**config.mk**
```make
export PLATFORM = sky130hd
export DESIGN_NAME = cam_box_detect_flat
export DESIGN_NICKNAME = d
export VERILOG_FILES = /design/src/rtl/cam_box_if.sv /design/src/rtl/cam_box_detect.sv /design/src/flat_wrapper.sv
export SDC_FILE = /design/constraint.sdc
export NUM_CORES = 1
export LEC_CHECK = 0
export CORE_MARGIN = 2
export CORE_UTILIZATION = 55
export CTS_BUF_LIST = sky130_fd_sc_hd__clkbuf_16
export CTS_CLUSTER_DIAMETER = 200
export CTS_CLUSTER_SIZE = 12
export DETAILED_ROUTE_END_ITERATION = 8
export PLACE_DENSITY = 0.88
export SLEW_MARGIN = 20
export SYNTH_ARGS = -nofsm -noshare
export SYNTH_HDL_FRONTEND = slang
export SYNTH_SLANG_ARGS = --single-unit
```
**constraint.sdc**
```tcl
create_clock -name clk -period 2.5 [get_ports clk]
set_input_delay 0.5 -clock clk [delete_from_list [all_inputs] [get_ports clk]]
set_output_delay 0.5 -clock clk [all_outputs]
set_load 0.01 [all_outputs]
```
**src/rtl/cam_box_if.sv**
```systemverilog
// Thresholded pixel stream in, bounding-box result out.
interface cam_box_if #(
    parameter int XW = 10,
    parameter int YW = 10,
    parameter int CW = 18
);
    logic          thr_data;
    logic          thr_de;
    logic          thr_hs;
    logic          thr_vs;
    logic [XW-1:0] box_x0;
    logic [XW-1:0] box_x1;
    logic [YW-1:0] box_y0;
    logic [YW-1:0] box_y1;
    logic [CW-1:0] box_cnt;
    logic          box_found;
    logic          box_valid;

    modport master (
        output thr_data, thr_de, thr_hs, thr_vs,
        input  box_x0, box_x1, box_y0, box_y1,
        input  box_cnt, box_found, box_valid
    );

    modport slave (
        input  thr_data, thr_de, thr_hs, thr_vs,
        output box_x0, box_x1, box_y0, box_y1,
        output box_cnt, box_found, box_valid
    );
endinterface

```
**src/rtl/cam_box_detect.sv**
```systemverilog
// Per-frame bounding box and hit count of set pixels in a binary video stream.
module cam_box_detect #(
    parameter int H_ACTIVE = 480,
    parameter int V_ACTIVE = 272,
    parameter int XW       = 10,
    parameter int YW       = 10,
    parameter int CW       = 18,
    parameter int MIN_HITS = 64,
    parameter bit VS_POL   = 1'b1
) (
    input logic       clk,
    input logic       rst_n,
    cam_box_if.slave  bus
);
    typedef enum logic [1:0] {S_WAIT, S_ACCUM, S_LATCH} state_t;

    state_t        state, nxt;
    logic          de_d, vs_d;
    logic [XW-1:0] x, min_x, max_x;
    logic [YW-1:0] y, min_y, max_y;
    logic [CW-1:0] cnt;
    logic          vs_rise, de_fall, hit, clr, latch;
    logic          unused;

    assign unused  = bus.thr_hs;
    assign vs_rise = (bus.thr_vs == VS_POL) & (vs_d != VS_POL);
    assign de_fall = de_d & ~bus.thr_de;
    assign hit     = bus.thr_de & bus.thr_data
                   & (32'(x) < H_ACTIVE) & (32'(y) < V_ACTIVE);

    always_ff @(posedge clk or negedge rst_n) begin
        if (!rst_n) state <= S_WAIT;
        else        state <= nxt;
    end

    always_comb begin
        nxt   = state;
        clr   = 1'b0;
        latch = 1'b0;
        unique case (state)
            S_WAIT: if (vs_rise) begin
                clr = 1'b1;
                nxt = S_ACCUM;
            end
            S_ACCUM: if (vs_rise) nxt = S_LATCH;
            S_LATCH: begin
                latch = 1'b1;
                clr   = 1'b1;
                nxt   = S_ACCUM;
            end
            default: nxt = S_WAIT;
        endcase
    end

    always_ff @(posedge clk or negedge rst_n) begin
        if (!rst_n) begin
            de_d <= 1'b0;
            vs_d <= ~VS_POL;
            x    <= '0;
            y    <= '0;
        end else begin
            de_d <= bus.thr_de;
            vs_d <= bus.thr_vs;
            if (de_fall)
                x <= '0;
            else if (bus.thr_de && x != '1)
                x <= x + XW'(1);
            if (vs_rise || latch)
                y <= '0;
            else if (de_fall && y != '1)
                y <= y + YW'(1);
        end
    end

    // Hits in S_WAIT belong to a partial frame and are dropped.
    always_ff @(posedge clk or negedge rst_n) begin
        if (!rst_n) begin
            min_x <= '1;
            max_x <= '0;
            min_y <= '1;
            max_y <= '0;
            cnt   <= '0;
        end else if (clr) begin
            min_x <= '1;
            max_x <= '0;
            min_y <= '1;
            max_y <= '0;
            cnt   <= '0;
        end else if (hit && state != S_WAIT) begin
            if (x < min_x) min_x <= x;
            if (x > max_x) max_x <= x;
            if (y < min_y) min_y <= y;
            if (y > max_y) max_y <= y;
            if (cnt != '1) cnt <= cnt + CW'(1);
        end
    end

    always_ff @(posedge clk or negedge rst_n) begin
        if (!rst_n) begin
            bus.box_x0    <= '0;
            bus.box_x1    <= '0;
            bus.box_y0    <= '0;
            bus.box_y1    <= '0;
            bus.box_cnt   <= '0;
            bus.box_found <= 1'b0;
            bus.box_valid <= 1'b0;
        end else begin
            bus.box_valid <= latch;
            if (latch) begin
                bus.box_cnt   <= cnt;
                bus.box_found <= 32'(cnt) >= MIN_HITS;
                if (cnt == '0) begin
                    bus.box_x0 <= '0;
                    bus.box_x1 <= '0;
                    bus.box_y0 <= '0;
                    bus.box_y1 <= '0;
                end else begin
                    bus.box_x0 <= min_x;
                    bus.box_x1 <= max_x;
                    bus.box_y0 <= min_y;
                    bus.box_y1 <= max_y;
                end
            end
        end
    end
endmodule

```
**src/flat_wrapper.sv**
```systemverilog
// flat-port wrapper written by rule: the top's interface ports become plain ports
module cam_box_detect_flat 
#(
    parameter int H_ACTIVE = 480,
    parameter int V_ACTIVE = 272,
    parameter int XW       = 10,
    parameter int YW       = 10,
    parameter int CW       = 18,
    parameter int MIN_HITS = 64,
    parameter bit VS_POL   = 1'b1
)
  (clk, rst_n, bus_thr_data, bus_thr_de, bus_thr_hs, bus_thr_vs, bus_box_x0, bus_box_x1, bus_box_y0, bus_box_y1, bus_box_cnt, bus_box_found, bus_box_valid);
  cam_box_if #(.XW(XW), .YW(YW), .CW(CW)) bus_i ();
  input logic clk;
  input logic rst_n;
  input wire logic [$bits(bus_i.thr_data)-1:0] bus_thr_data;
  input wire logic [$bits(bus_i.thr_de)-1:0] bus_thr_de;
  input wire logic [$bits(bus_i.thr_hs)-1:0] bus_thr_hs;
  input wire logic [$bits(bus_i.thr_vs)-1:0] bus_thr_vs;
  output wire logic [$bits(bus_i.box_x0)-1:0] bus_box_x0;
  output wire logic [$bits(bus_i.box_x1)-1:0] bus_box_x1;
  output wire logic [$bits(bus_i.box_y0)-1:0] bus_box_y0;
  output wire logic [$bits(bus_i.box_y1)-1:0] bus_box_y1;
  output wire logic [$bits(bus_i.box_cnt)-1:0] bus_box_cnt;
  output wire logic [$bits(bus_i.box_found)-1:0] bus_box_found;
  output wire logic [$bits(bus_i.box_valid)-1:0] bus_box_valid;
  assign bus_i.thr_data = bus_thr_data;
  assign bus_i.thr_de = bus_thr_de;
  assign bus_i.thr_hs = bus_thr_hs;
  assign bus_i.thr_vs = bus_thr_vs;
  assign bus_box_x0 = bus_i.box_x0;
  assign bus_box_x1 = bus_i.box_x1;
  assign bus_box_y0 = bus_i.box_y0;
  assign bus_box_y1 = bus_i.box_y1;
  assign bus_box_cnt = bus_i.box_cnt;
  assign bus_box_found = bus_i.box_found;
  assign bus_box_valid = bus_i.box_valid;
  cam_box_detect #(.H_ACTIVE(H_ACTIVE), .V_ACTIVE(V_ACTIVE), .XW(XW), .YW(YW), .CW(CW), .MIN_HITS(MIN_HITS), .VS_POL(VS_POL)) u_core (.clk(clk), .rst_n(rst_n), .bus(bus_i));
endmodule
```
Word-level counts from Yosys, hierarchy flattened
Cells that the tools add are included.
- input port bits: 6
- register bits: 142
- bitwise logic cells: 7
- $lt $le $gt $ge: 7
- mux-type cells: 29
- equal/unequal tests: 7
- reductions and logical operators: 21
- add/sub/neg operators: 3
- operator list (kind ; count):
    $mux 10 ; 20
    $mux 18 ; 3
    $add 10x1->10 const B ; 2
    $gt 10x10->1 ; 2
    $lt 10x10->1 ; 2
    $lt 10x9->1 const B ; 2
    $ne 10x10->1 const B ; 2
    $add 18x1->18 const B ; 1
    $ge 18x7->1 const B ; 1
    $logic_not 18->1 ; 1
    $ne 18x18->1 const B ; 1
    $reduce_bool 2->1 ; 9
    $reduce_and 2->1 ; 6
    $pmux 2 s3 ; 1
    $and 1x1->1 ; 5
    $mux 2 ; 2
    $ne 2x1->1 const B ; 2
    $logic_and 1x1->1 ; 3
    $eq 2x1->1 const B ; 1
    $eq 2x2->1 const B ; 1
    $logic_not 2->1 ; 1
    $mux 1 ; 2
    $not 1->1 ; 2
    $pmux 1 s2 ; 1
    $logic_or 1x1->1 ; 1

Logic depth before layout (Yosys ltp)
Gate-level depths: netlist of the first run.
- depth in word-level cells: 6
- mapped depth: 9

Worst setup path before layout of the first run
No wires, ideal clock.
- path type: flip-flop to flip-flop
- start: register u_core.min_y[3]
- end: register u_core.min_y[0]
- library setup time: 75 ps
- arrival: 2014 ps
- buffers on the path: 1
- setup slack: 411 ps
- cell stages (with the launch flop): 9
- required time: 2425 ps
- cell sequence: dfstp_2 -> inv_1 -> ha_1 -> a21o_1 -> a21oi_1 -> o21ai_0 -> a2111oi_0 -> buf_2 -> mux2i_1
- longest elaborated chain between the ends: 3
- RTL lines (element ; line ; RTL):
    start, declared ; cam_box_detect.sv:20 ; logic [YW-1:0] y, min_y, max_y;
    start signal, assigned ; cam_box_detect.sv:92 ; if (y < min_y) min_y <= y;
    $lt 10x10->1 ; cam_box_detect.sv:92 ;
    $reduce_bool 2->1 (no source line) ; - ;
    $reduce_and 2->1 (no source line) ; - ;
Every way passes these cells.
A chain may end at the register's enable or synchronous reset.

Worst setup path in the final report of the first run
- start: register u_core.y[7]
- end: register u_core.cnt[13]
- longest elaborated chain between the ends: 5
- RTL lines (element ; line ; RTL):
    start, declared ; cam_box_detect.sv:20 ;
    start signal, assigned ; cam_box_detect.sv:71 ; y <= y + YW'(1);
    $lt 10x9->1 ; cam_box_detect.sv:29 ; & (32'(x) < H_ACTIVE) & (32'(y) < V_ACTIVE);
    $and 1x1->1 ; cam_box_detect.sv:29 ;
    $logic_and 1x1->1 ; cam_box_detect.sv:89 ; end else if (hit && state != S_WAIT) begin
    $reduce_bool 2->1 (no source line) ; - ;
    $reduce_and 2->1 (no source line) ; - ;
    end signal, assigned ; cam_box_detect.sv:94 ; if (cnt != '1) cnt <= cnt + CW'(1);
    end, declared ; cam_box_detect.sv:21 ; logic [CW-1:0] cnt;
Every way passes these cells.

==> results of run 1 <==
==> final timing paths <==
check / end / cells after the start / slack (ns) / start
max: u_core.cnt[13] / 6 / 0.07 / u_core.y[7]
min: u_core.bus.box_cnt[13] / 1 / 0.04 / rst_n
max reg2reg: u_core.cnt[13] / 6 / 0.07 / u_core.y[7]
min reg2reg: u_core.bus.box_cnt[3] / 2 / 0.47 / u_core.bus.box_cnt[3]
max in group asynchronous: u_core.min_x[0] / 2 / 1.76 / rst_n
min in group clk: u_core.bus.box_cnt[3] / 2 / 0.47 / u_core.bus.box_cnt[3]
==> critical path, cell delays in order, from the launching register on <==
cell and delay (ns):
sky130_fd_sc_hd__dfrtp_1 0.48, sky130_fd_sc_hd__o41ai_2 0.46, sky130_fd_sc_hd__o2111a_1 0.38, sky130_fd_sc_hd__o21ai_2 0.13, sky130_fd_sc_hd__buf_4 0.17, sky130_fd_sc_hd__o311ai_0 0.48, sky130_fd_sc_hd__o41ai_1 0.18
==> per-layer routing <==
layer	routed length (um)	track usage, %
met1	7160	32.2
met2	8540	43.0
met3	1120	5.84
met4	469	13.2
met5	0	0
==> metrics by stage <==
step | cell area [um^2] | util, % | power [mW] | TNS [ns]
2_1_floorplan | 7080 | - | 4.53 | 0
3_3_place_gp | 8100 | 64.4 | 5.39 | 0
3_5_place_dp | 8100 | 64.4 | 5.55 | -0.112
4_1_cts | 8610 | 68.5 | 7.82 | 0
5_1_grt | 8620 | 68.6 | 8.24 | 0
6_report | 8620 | 68.6 | 7.83 | 0
==> cells by family after synthesis <==
kind of cell,synth area share [%]
flops,50.6
buf+inv,5.43
simple gates,16.7
fa+ha+maj,7.43
mux,3.25
compound gates,14.7
xor+xnor,1.98
==> layout make-up <==
cell class | count | area [um^2] | share of cell area (%)
clock buffer | 17 | 425 | 4.93
clock inverter | 15 | 90.1 | 1.04
inverter | 63 | 236 | 2.74
multi-input combinational | 465 | 3160 | 36.6
sequential | 142 | 3580 | 41.5
tap | 172 | 215 | 2.50
timing repair buffer | 98 | 922 | 10.7
==> cell usage in the layout (no fill, tap or decap), drive strengths merged, types with 3 or more instances in the layout <==
cell type        n
dfrtp          122
nand2           88
inv             67
clkdlybuf4s50   63
nor2            61
ha              42
a22o            40
buf             35
mux2i           23
o21ai           21
dfstp           20
a21oi           19
nand3           19
nand4           18
o32ai           18
clkbuf          17
and4            11
xnor2           11
nand2b          10
clkinv           9
nor4             8
o31ai            8
nor3             8
or4              7
nor2b            6
xor2             5
a31oi            5
o211ai           3
o2111ai          3
and3             3
o41ai            3
and2             3
==> power breakdown <==
part	total [mW]	leakage [nW]	switching [mW]	internal, mW
logic	2.36	1.83	1.25	1.10
clock network	2.22	0.266	0.904	1.32
registers	3.25	1.88	0.402	2.85
total	7.83	3.98	2.56	5.27
==> what timing repair did <==
action | CTS | global route
setup buffers | 0 | 0
endpoints found under the setup margin | 0 | 1
resized for setup | 0 | 3
==> impl_summary.log, run 1 <==
INFO  metric cts_tree = yes
INFO  metric edff_count_synth = 0
INFO  metric worst_hold_path_type = in2async
INFO  metric final_max_slew_viol_count = 0
INFO  metric max_freq = 0.411 GHz
INFO  metric detail_route.wirelength = about 17 mm
INFO  metric cts.sink_count = approximately 140
INFO  metric boundaryPins = 66
INFO  metric critPathArrivalTime = between 2 and 3 ns
INFO  metric final_nets = between 800 and 900
INFO  metric startpoint_type = flop
INFO  metric placedCellCount = between 900 and 1k
INFO  metric power.static_leakage = 3.98 nW
INFO  metric yosys_warnings = 0
INFO  metric synth_largest_type_area_fraction = between 40% and 50%
INFO  metric status = completed
INFO  metric final.fill_count = 864
INFO  metric finish.cell_count_without_fillers = roughly 970
INFO  metric synth_fp_nets = 754
INFO  metric die_area = 13800 um^2
INFO  metric synth_area = just over 7000 um^2
INFO  metric powerDensity = 908 nW/um^2
INFO  metric h-tree-depth = 4
INFO  metric finalWorstSetupSlack = 0.0678 ns
INFO  metric setup.worst_path.class = reg2reg
INFO  metric post_dr_wirelength_cell = 17.8 um
INFO  metric critical_path_rt = roughly 2.8 ns
INFO  metric clk-insertion-delay-late = 0.42 ns
INFO  metric ctsLongestPathBuffers = 2
INFO  metric first_global_vias = 6006
INFO  metric cp-end-kind = flop
INFO  metric floorplan.initialDensity = a little under three fifths
INFO  metric drive_gt1_share = 11.1%
INFO  metric die_width = between 100 and 150 um
INFO  metric timing.final.crit_share = 97.3%
INFO  metric synthCells = 706
INFO  metric setup_viol_count_final = 0
INFO  metric place.gp.congestion = 0.899
INFO  metric buffer_cell_driving_the_clock_tree_root = sky130_fd_sc_hd__clkbuf_16
INFO  metric clock-skew-final = 0.00762 ns
INFO  metric holdWs = 0.0371 ns
INFO  metric ant_nets = 0
INFO  metric clkSlewWorstSetupHoldPaths = approximately 0.060 ns
INFO  metric detailedRoute.firstIterationViolations = 527
INFO  metric synthTopCellsByCount = sky130_fd_sc_hd__dfrtp_1 (122), sky130_fd_sc_hd__nand2_1 (88), sky130_fd_sc_hd__inv_1 (63)
INFO  metric postSynth.topFlopCell = sky130_fd_sc_hd__dfrtp_1
INFO  metric synth_seq_area_share = around half
INFO  metric drcViolationCount = 0
INFO  metric core_area = 12600 um^2
INFO  metric die_height = 117 um
INFO  metric n_antenna_cell = 0
INFO  metric synthesis.area_per_instance = 10.0 um^2
INFO  metric ys_async_sr_fraction = 100%
INFO  metric setup_repair_after_global_routing_missed_its_margin = no
INFO  metric vdd_drop_max = 0.000427 V
INFO  metric largest_area_contributor_in_the_netlist = sky130_fd_sc_hd__dfrtp_1
INFO  metric global_route_wire_length_before_repair = 29.0 mm
INFO  metric cp_max_fo = 6
INFO  metric grt_util_overall = 26.0%
INFO  metric drt-pass1-iter-count = 6
INFO  metric grt_start_max_net_pins = between 50 and 60
INFO  metric rows = 41
INFO  metric port_buffers = 64
INFO  metric rel_slew_slack = 62.5%
INFO  metric cts_made_buffers = 17
INFO  metric min_period = 2.43 ns
INFO  metric global_route.overflow_total = 0
INFO  metric pre_cts_slack = -0.0551 ns
INFO  metric cts.hold.buffers_added = 0
INFO  metric routed-via-count = 5835
INFO  metric antenna_found_initial = 0
INFO  metric syn2layout_area_growth = 21.9%
INFO  metric most_frequent_cell_after_synthesis = sky130_fd_sc_hd__dfrtp_1
INFO  metric yosys-top-cells-area = sky130_fd_sc_hd__dfrtp_1 (43%), sky130_fd_sc_hd__dfstp_2 (7.4%), sky130_fd_sc_hd__ha_1 (7.4%), sky130_fd_sc_hd__a22o_1 (5.0%), sky130_fd_sc_hd__nand2_1 (4.7%)
INFO  metric max_cap_violations = 0
INFO  metric timing_hold_violations_final = 0
INFO  metric tightest_slew = 0.558 ns
INFO  metric reg_top3 = u_core.bus.box_cnt x18, u_core.cnt x18
INFO  metric detail_route.vias_per_cell = roughly 6.0
INFO  metric place_hpwl = about 12 mm
INFO  metric synth-seq-cells = 142
INFO  metric distinct_cell_type_count_after_synthesis = between 50 and 60
Power figures use the tool's default switching activity.
==> run 2, diff against run 1 <==
--- a/config.mk
+++ b/config.mk
@@ -16,3 +16,4 @@
 export SYNTH_ARGS = -nofsm -noshare
 export SYNTH_HDL_FRONTEND = slang
 export SYNTH_SLANG_ARGS = --single-unit
+export TNS_END_PERCENT = 10
==> results of run 2 <==
The final DEF is identical to that of run 1; final timing and power are the same.
